==> src/rtl/mips_multicycle_ctrl_if.sv <==
// Control/datapath bundle between the multicycle controller (master) and the
// datapath plus instruction/data memory (slave).
interface mips_multicycle_ctrl_if #(
  parameter int CNT_W = 32
);
  logic [31:0]      instruction;
  logic             Zero;
  logic             mem_ready;
  logic             ALUScr;
  logic             RegWrite;
  logic             RegDst;
  logic             MemtoReg;
  logic [3:0]       ALUControl;
  logic             mem_req;
  logic             mem_we;
  logic             IorD;
  logic             IRWrite;
  logic             PCWrite;
  logic             PCBranch;
  logic             error;
  logic [CNT_W-1:0] instr_count;

  modport master (
    input  instruction, Zero, mem_ready,
    output ALUScr, RegWrite, RegDst, MemtoReg, ALUControl,
           mem_req, mem_we, IorD, IRWrite, PCWrite, PCBranch,
           error, instr_count
  );

  modport slave (
    output instruction, Zero, mem_ready,
    input  ALUScr, RegWrite, RegDst, MemtoReg, ALUControl,
           mem_req, mem_we, IorD, IRWrite, PCWrite, PCBranch,
           error, instr_count
  );
endinterface

==> src/rtl/mips_multicycle_ctrl.sv <==
// Multicycle MIPS controller: sequences lw/sw/addi/beq/R-type through
// fetch..writeback, with a memory-timeout watchdog and a sticky error state.
module mips_multicycle_ctrl #(
  parameter int MEM_TIMEOUT = 15,
  parameter int CNT_W       = 32
) (
  input  logic                   clk,
  input  logic                   rst,
  mips_multicycle_ctrl_if.master dp
);

  typedef enum logic [3:0] {
    S_IDLE, S_FETCH, S_DECODE, S_ADDR, S_EXEC_R, S_BRANCH,
    S_MEM_RD, S_MEM_WR, S_WB_R, S_WB_I, S_WB_MEM, S_ERROR
  } state_e;

  typedef struct packed {
    logic       alu_src;
    logic       reg_write;
    logic       reg_dst;
    logic       mem_to_reg;
    logic [3:0] alu_ctrl;
    logic       mem_req;
    logic       mem_we;
    logic       iord;
    logic       err;
  } ctl_t;

  localparam logic [5:0] OP_RTYPE = 6'h00;
  localparam logic [5:0] OP_LW    = 6'h23;
  localparam logic [5:0] OP_SW    = 6'h2B;
  localparam logic [5:0] OP_ADDI  = 6'h08;
  localparam logic [5:0] OP_BEQ   = 6'h04;
  localparam logic [3:0] ALU_ADD  = 4'b0010;
  localparam logic [3:0] ALU_SUB  = 4'b0110;
  localparam logic [7:0] TMO_LAST = 8'(MEM_TIMEOUT - 1);

  state_e           state_q, state_d;
  logic [7:0]       tmo_q, tmo_d;
  logic [CNT_W-1:0] count_q, count_d;
  ctl_t             ctl_q;
  logic             mem_busy, tmo_hit;
  logic [4:0]       funct_dec;

  logic [5:0] opcode, funct;
  logic       unused_instr_bits;
  assign opcode            = dp.instruction[31:26];
  assign funct             = dp.instruction[5:0];
  assign unused_instr_bits = ^dp.instruction[25:6];

  // {legal, ALUControl} for an R-type funct field.
  function automatic logic [4:0] funct_decode(input logic [5:0] f);
    case (f)
      6'h20:   return {1'b1, 4'b0010};
      6'h22:   return {1'b1, 4'b0110};
      6'h24:   return {1'b1, 4'b0000};
      6'h25:   return {1'b1, 4'b0001};
      6'h2A:   return {1'b1, 4'b0111};
      default: return 5'b0_0000;
    endcase
  endfunction

  function automatic ctl_t outputs_for(input state_e s, input logic [3:0] r_alu);
    ctl_t o;
    o = '0;
    case (s)
      S_FETCH:  o.mem_req = 1'b1;
      S_ADDR:   begin o.alu_src = 1'b1; o.alu_ctrl = ALU_ADD; end
      S_EXEC_R: o.alu_ctrl = r_alu;
      S_WB_R:   begin o.alu_ctrl = r_alu; o.reg_write = 1'b1; o.reg_dst = 1'b1; end
      S_WB_I:   begin o.alu_src = 1'b1; o.alu_ctrl = ALU_ADD; o.reg_write = 1'b1; end
      S_MEM_RD, S_MEM_WR: begin
        o.mem_req  = 1'b1;
        o.iord     = 1'b1;
        o.mem_we   = (s == S_MEM_WR);
        o.alu_src  = 1'b1;
        o.alu_ctrl = ALU_ADD;
      end
      S_WB_MEM: begin o.reg_write = 1'b1; o.mem_to_reg = 1'b1; end
      S_BRANCH: o.alu_ctrl = ALU_SUB;
      S_ERROR:  o.err = 1'b1;
      default:  o = '0;
    endcase
    return o;
  endfunction

  assign funct_dec = funct_decode(funct);
  assign mem_busy  = (state_q == S_FETCH) || (state_q == S_MEM_RD) || (state_q == S_MEM_WR);
  // A ready arriving on the same cycle the count would expire still completes.
  assign tmo_hit   = mem_busy && !dp.mem_ready && (tmo_q == TMO_LAST);

  always_comb begin
    // NOTE: every variable gets a default before the case so no path can infer a latch.
    state_d = state_q;
    count_d = count_q;
    tmo_d   = (mem_busy && !dp.mem_ready && !tmo_hit) ? tmo_q + 8'd1 : 8'd0;
    case (state_q)
      S_IDLE:   state_d = S_FETCH;
      S_FETCH:  if (dp.mem_ready) state_d = S_DECODE;
                else if (tmo_hit) state_d = S_ERROR;
      S_DECODE: case (opcode)
                  OP_RTYPE:               state_d = S_EXEC_R;
                  OP_LW, OP_SW, OP_ADDI:  state_d = S_ADDR;
                  OP_BEQ:                 state_d = S_BRANCH;
                  default:                state_d = S_ERROR;
                endcase
      S_EXEC_R: state_d = funct_dec[4] ? S_WB_R : S_ERROR;
      S_ADDR:   state_d = (opcode == OP_LW) ? S_MEM_RD :
                          (opcode == OP_SW) ? S_MEM_WR : S_WB_I;
      S_MEM_RD: if (dp.mem_ready) state_d = S_WB_MEM;
                else if (tmo_hit) state_d = S_ERROR;
      S_MEM_WR: if (dp.mem_ready) begin
                  state_d = S_FETCH;
                  count_d = count_q + CNT_W'(1);
                end else if (tmo_hit) begin
                  state_d = S_ERROR;
                end
      S_BRANCH, S_WB_R, S_WB_I, S_WB_MEM: begin
        state_d = S_FETCH;
        count_d = count_q + CNT_W'(1);
      end
      S_ERROR:  state_d = S_ERROR;
      default:  state_d = S_ERROR;
    endcase
  end

  always_ff @(posedge clk or posedge rst) begin
    if (rst) begin
      state_q <= S_IDLE;
      tmo_q   <= '0;
      count_q <= '0;
      ctl_q   <= '0;
    end else begin
      // NOTE: non-blocking so every register samples the pre-edge values together.
      state_q <= state_d;
      tmo_q   <= tmo_d;
      count_q <= count_d;
      ctl_q   <= outputs_for(state_d, funct_dec[3:0]);
    end
  end

  assign dp.ALUScr      = ctl_q.alu_src;
  assign dp.RegWrite    = ctl_q.reg_write;
  assign dp.RegDst      = ctl_q.reg_dst;
  assign dp.MemtoReg    = ctl_q.mem_to_reg;
  assign dp.ALUControl  = ctl_q.alu_ctrl;
  assign dp.mem_req     = ctl_q.mem_req;
  assign dp.mem_we      = ctl_q.mem_we;
  assign dp.IorD        = ctl_q.iord;
  assign dp.error       = ctl_q.err;
  assign dp.instr_count = count_q;
  assign dp.IRWrite     = (state_q == S_FETCH) && dp.mem_ready;
  assign dp.PCWrite     = (state_q == S_FETCH) && dp.mem_ready;
  assign dp.PCBranch    = (state_q == S_BRANCH) && dp.Zero;

endmodule

==> src/flat_wrapper.sv <==
// flat-port wrapper written by rule: the top's interface ports become plain ports
module mips_multicycle_ctrl_flat 
#(
  parameter int MEM_TIMEOUT = 15,
  parameter int CNT_W       = 32
)
  (clk, rst, dp_instruction, dp_Zero, dp_mem_ready, dp_ALUScr, dp_RegWrite, dp_RegDst, dp_MemtoReg, dp_ALUControl, dp_mem_req, dp_mem_we, dp_IorD, dp_IRWrite, dp_PCWrite, dp_PCBranch, dp_error, dp_instr_count);
  mips_multicycle_ctrl_if #(.CNT_W(CNT_W)) dp_i ();
  input  logic clk;
  input  logic rst;
  input wire logic [$bits(dp_i.instruction)-1:0] dp_instruction;
  input wire logic [$bits(dp_i.Zero)-1:0] dp_Zero;
  input wire logic [$bits(dp_i.mem_ready)-1:0] dp_mem_ready;
  output wire logic [$bits(dp_i.ALUScr)-1:0] dp_ALUScr;
  output wire logic [$bits(dp_i.RegWrite)-1:0] dp_RegWrite;
  output wire logic [$bits(dp_i.RegDst)-1:0] dp_RegDst;
  output wire logic [$bits(dp_i.MemtoReg)-1:0] dp_MemtoReg;
  output wire logic [$bits(dp_i.ALUControl)-1:0] dp_ALUControl;
  output wire logic [$bits(dp_i.mem_req)-1:0] dp_mem_req;
  output wire logic [$bits(dp_i.mem_we)-1:0] dp_mem_we;
  output wire logic [$bits(dp_i.IorD)-1:0] dp_IorD;
  output wire logic [$bits(dp_i.IRWrite)-1:0] dp_IRWrite;
  output wire logic [$bits(dp_i.PCWrite)-1:0] dp_PCWrite;
  output wire logic [$bits(dp_i.PCBranch)-1:0] dp_PCBranch;
  output wire logic [$bits(dp_i.error)-1:0] dp_error;
  output wire logic [$bits(dp_i.instr_count)-1:0] dp_instr_count;
  assign dp_i.instruction = dp_instruction;
  assign dp_i.Zero = dp_Zero;
  assign dp_i.mem_ready = dp_mem_ready;
  assign dp_ALUScr = dp_i.ALUScr;
  assign dp_RegWrite = dp_i.RegWrite;
  assign dp_RegDst = dp_i.RegDst;
  assign dp_MemtoReg = dp_i.MemtoReg;
  assign dp_ALUControl = dp_i.ALUControl;
  assign dp_mem_req = dp_i.mem_req;
  assign dp_mem_we = dp_i.mem_we;
  assign dp_IorD = dp_i.IorD;
  assign dp_IRWrite = dp_i.IRWrite;
  assign dp_PCWrite = dp_i.PCWrite;
  assign dp_PCBranch = dp_i.PCBranch;
  assign dp_error = dp_i.error;
  assign dp_instr_count = dp_i.instr_count;
  mips_multicycle_ctrl #(.MEM_TIMEOUT(MEM_TIMEOUT), .CNT_W(CNT_W)) u_core (.clk(clk), .rst(rst), .dp(dp_i));
endmodule
==> config.mk <==
export PLATFORM = sky130hd
export DESIGN_NAME = mips_multicycle_ctrl_flat
export DESIGN_NICKNAME = d
export VERILOG_FILES = /design/src/rtl/mips_multicycle_ctrl_if.sv /design/src/rtl/mips_multicycle_ctrl.sv /design/src/flat_wrapper.sv
export SDC_FILE = /design/constraint.sdc
export NUM_CORES = 1
export LEC_CHECK = 0
export ABC_AREA = 1
export CAP_MARGIN = 30
export CORE_UTILIZATION = 35
export CTS_CLUSTER_SIZE = 16
export DETAILED_ROUTE_END_ITERATION = 8
export GPL_ROUTABILITY_DRIVEN = 0
export HOLD_SLACK_MARGIN = 0.15
export MAX_ROUTING_LAYER = met4
export PLACE_DENSITY_LB_ADDON = 0.12
export REMOVE_ABC_BUFFERS = 1
export SLEW_MARGIN = 10
export SYNTH_ARGS = -nofsm -noshare
export SYNTH_HDL_FRONTEND = slang
export SYNTH_SLANG_ARGS = --single-unit
==> constraint.sdc <==
create_clock -name clk -period 3.2 [get_ports clk]
set_clock_uncertainty 0.2 [all_clocks]
set_input_delay 0.64 -clock clk [delete_from_list [all_inputs] [get_ports clk]]
set_output_delay 0.64 -clock clk [all_outputs]
set_load 0.01 [all_outputs]
## Word level (Yosys, flattened, before mapping)

Cells that the tools add are included.
Widths: inputs -> output; s select.

| word-level totals | value |
|---|---|
| bits in registers | 56 |
| output and inout port bits | 47 |

| cells by class | value |
|---|---|
| add/sub/neg operators | 2 |
| eq/ne operators | 31 |
| muxes and demuxes | 21 |
| reduce and logical (&&, ||, !) cells | 21 |

Operator list:

| cell | count |
|---|---|
| $pmux 32 s2 | 1 |
| $eq 6x6->1 const B | 7 |
| $add 32x1->32 const B | 1 |
| $eq 4x3->1 const B | 8 |
| $mux 32 | 1 |
| $eq 4x4->1 const B | 7 |
| $pmux 4 s7 | 1 |
| $pmux 5 s5 | 1 |
| $mux 4 | 6 |
| $pmux 4 s3 | 2 |
| $eq 4x2->1 const B | 3 |
| $reduce_or 3->1 | 3 |
| $add 8x1->8 const B | 1 |
| $eq 4x1->1 const B | 2 |
| $eq 8x4->1 const B | 1 |
| $mux 8 | 1 |
| $reduce_or 4->1 | 2 |
| $eq 6x3->1 const B | 1 |
| $eq 6x4->1 const B | 1 |
| $logic_not 6->1 | 1 |
| $mux 1 | 6 |
| $logic_and 1x1->1 | 5 |
| $reduce_or 5->1 | 1 |
| $logic_not 4->1 | 1 |
| other kinds (7) | 11 |

## Depth between registers and ports, before layout

| depth | value |
|---|---|
| depth after elaboration | 11 |
| mapped depth | 12 |
| mapped depth without buffers | 12 |

## Least setup slack after synthesis

No wires, ideal clock.

| path | value |
|---|---|
| path kind | input -> output |
| from | in dp_mem_ready |
| to | out dp_PCWrite |
| cell stages on the path | 3 |
| slack | 1.264 ns |
| path buffers | 1 |
| required time | 2.360 ns |
| data arrival time | 1.096 ns |
| path through | inv_1 nor2_1 buf_4 |

| on the way | value |
|---|---|
| cells in the longest elaborated chain, start to end | 1 |

Ends and longest elaborated chain:

| item | RTL line | text |
|---|---|---|
| start, declared | flat_wrapper.sv:13 | `input wire logic [$bits(dp_i.mem_ready)-1:0] dp_mem_ready;` |
| $logic_and 1x1->1 | n/a |  |
| end, declared | flat_wrapper.sv:23 | `output wire logic [$bits(dp_i.PCWrite)-1:0] dp_PCWrite;` |

Every way passes these cells.

## Final worst setup path

| path | value |
|---|---|
| from | in dp_mem_ready |
| to | out dp_IRWrite |

| on the way | value |
|---|---|
| cells in the longest elaborated chain, start to end | 1 |

Ends and longest elaborated chain:

| item | RTL line | text |
|---|---|---|
| $logic_and 1x1->1 | mips_multicycle_ctrl.sv:152 | `assign dp.IRWrite = (state_q == S_FETCH) && dp.mem_ready;` |
| end, declared | flat_wrapper.sv:22 | `output wire logic [$bits(dp_i.IRWrite)-1:0] dp_IRWrite;` |

Every way passes these cells.

==> out/metrics.cfg <==
[sta]
rsz0062_at_grt = false
worst_pin_slew_ns = 0.707
setup_viol = 0
min_period_over_period_pct = 89.0
finalSetupTns_ns = 0
hold_viol = 0
fmax_mhz = 351
slew_violations = 0
relSlewSlack_pct = 52.8
period_needed_ns = 2.85

[pwr]
power_density_mw_per_mm2 = 299
p_sw_share_pct = 22.4
p_int_mw = 0.913
ir_worst_vdd_mv = 0.178
p_clk_share_pct = 36.9
p_sw_mw = 0.264
p_leak_nw = 1.87
seqPwrFrac_pct = 59.0
p_comb_share_pct = 4.2

[final_layout]
area.growth.synth_to_final_pct = 26.9
drive_gt1_share_pct = 9.23
diodes = 0
final_cell_area_sq_mm = 0.00393
final_net_count = 493

[detailed_routing]
routed_wl_microns = 6820
drt-initial-drc-count = 93
vias = 2650
wl_per_cell_microns = 12.2
firstDrtPassIters = 5
ant_nets = 0
drc = 0
post_drt_via_cell_ratio = 4.73

[clocking]
cts.clk_slew.worst_paths_ns = 0.09
clock_latency_ns = 0.31
cts_tree = done
cts_buffer_depth = 2
cts.sinks = 55
cts_resized = 0
cts_setup_buffers = 0
cts-root-buf = clkbuf_8
cts_hold_buffers = 0
ctsHtreeMaxLevel = 2
cts_made_buffers = 5

[global_routing]
grt.total_usage_pct = 16.5
grt-ovfl-total = 0
gr-usage-met3_pct = 3.16
grt_pass1_vias = 2445
use_met1_pct = 22.4
grt_pass1_wl_microns = 11300
antenna_found_initial = 0
busiest_layer = met2
gr-usage-met2_pct = 24.6
grt_max_degree = 56

[run_status]
status = finished clean

[synth]
ys_seq_area_share_pct = 44.4
synth_area_leaders = dfrtp_1, nand2_1, nor2_1
synth_top_area_share_pct = 44.4
synthArstFlopShare_pct = 100
syn-instance-count = 388
ys.flop_type = dfrtp_1
ys_warn_count = 0
synth.avg_cell_area_sq_um = 7.99
post-synth-top-area-cell = dfrtp_1
synth_seq_cells = 55
synth.most_common_cell = nand2_1
yosysUniqueCellTypes = 34
synth_edf_count = 0
synth_area_sq_mm = 0.00310
synth_common_cells = nand2_1, nor2_1, dfrtp_1

[setup_path]
max_stage_delay_ns = 0.55
worstPathCellList = clkdlybuf4s50_1 -> inv_1 -> nor2_1 -> clkdlybuf4s50_1
cp-start-kind = input port
critPathKind = input port to primary output
worstPathMaxFanout = 7
path_common_cell = clkdlybuf4s50_1
cp.arrival_ns = 2.01
crit_path_end_kind = primary output
crit_required_ns = 2.36
crit_path_top_delay_cell = clkdlybuf4s50_1

[placement]
hpwl_microns = 5230
io_buffers = 61
placed_area_sq_mm = 0.00383

[die]
initial_utilization_pct = 37.0
chipWidth_microns = 96.1
io_pins = 83
dieArea_sq_mm = 0.00924
placementRows = 33
die_y_microns = 96.1
core_sq_mm = 0.00838

[hold_path]
hold_class = flop to flop

[flow_run]
max_cap_viol_count = 0

==> final cells by class <==
type	instances	area (sq um)
Fill cell	871	4450
Multi-Input combinational cell	282	1520
Sequential cell	55	1380
Timing Repair Buffer	62	618
Inverter	48	183
Tap cell	105	131
Clock buffer	7	96.3
Clock inverter	1	7.51
==> critical path, delay by kind of cell <==
| kind | cells | cell delay [ns] |
|---|---|---|
| buf+inv | 3 | 1.22 |
| simple gates | 1 | 0.15 |
==> worst paths after layout <==
kind,from,endpoint,slack [ns],cells past startpoint
setup / recovery,dp_mem_ready,dp_IRWrite,0.35,4
hold / removal,u_core.tmo_q[0],u_core.tmo_q[0],0.29,1
setup reg to reg,u_core.dp.instr_count[0],u_core.dp.instr_count[24],1.14,12
hold reg to reg,u_core.tmo_q[0],u_core.tmo_q[0],0.29,1
max in group asynchronous,rst,u_core.dp.instr_count[0],1.69,3
min in group asynchronous,rst,u_core.tmo_q[4],0.64,3
==> registers in the layout (all words and copies together), names as in the netlist <==
register               flops
u_core.dp.IorD             1
u_core.dp.error            1
u_core.dp.instr_count     32
u_core.dp.MemtoReg         1
u_core.dp.RegWrite         1
u_core.dp.ALUScr           1
u_core.tmo_q               8
u_core.dp.mem_req          1
u_core.dp.ALUControl       3
u_core.dp.mem_we           1
u_core.state_q             4
u_core.dp.RegDst           1
==> kinds of logic after synthesis <==
family | count (synthesis) | share of synthesized area (%)
simple gates | 233 | 36.6
other cells | 1 | 0.121
fa+ha+maj | 3 | 1.21
buf+inv | 51 | 6.54
flops | 55 | 44.4
xor+xnor | 29 | 8.19
compound gates | 16 | 2.91
==> per-stage QoR <==
step	util [%]	std cells	hold slack [ns]	setup slack (ns)	power, mW
finish	46.9	560	0.288	0.351	1.18
global route	46.9	560	0.317	0.234	1.22
CTS	46.9	560	0.297	0.329	1.19
detailed placement	45.7	552	0.283	0.327	0.759
global placement	45.7	552	0.281	0.357	0.758
floorplan	-	385	0.255	1.02	0.730
==> cell usage in the layout (no fill, tap or decap), types with 4 or more instances in the layout <==
cell type	netlist	layout
inv_1	41	40
nand4_1	10	10
nand3_2	5	5
xor2_1	17	17
nand3_1	34	34
clkdlybuf4s50_1	0	61
nand2_2	5	5
a21oi_1	8	8
o21ai_0	4	4
xnor2_1	12	12
nor2_1	58	58
nor3_1	11	11
dfrtp_1	55	55
nand2_1	87	87
inv_2	5	6
nor2_2	6	6
clkbuf_8	0	7
==> per-layer routing <==
metal  up-vias  wire length (microns)
met3         6                    283
met4         0                     76
met1      1218                   3500
met2        54                   2950
li1       1372                      -
met5         -                      0
==> power groups by stage <==
stage          Clock [mW]  Sequential (mW)  Combinational, mW
2_1_floorplan           0            0.708             0.0217
3_3_place_gp            0            0.708             0.0499
3_5_place_dp            0            0.708             0.0508
4_1_cts             0.448            0.695             0.0509
5_1_grt             0.469            0.695             0.0571
6_report            0.434            0.694             0.0491
Power figures use the tool's default switching activity.
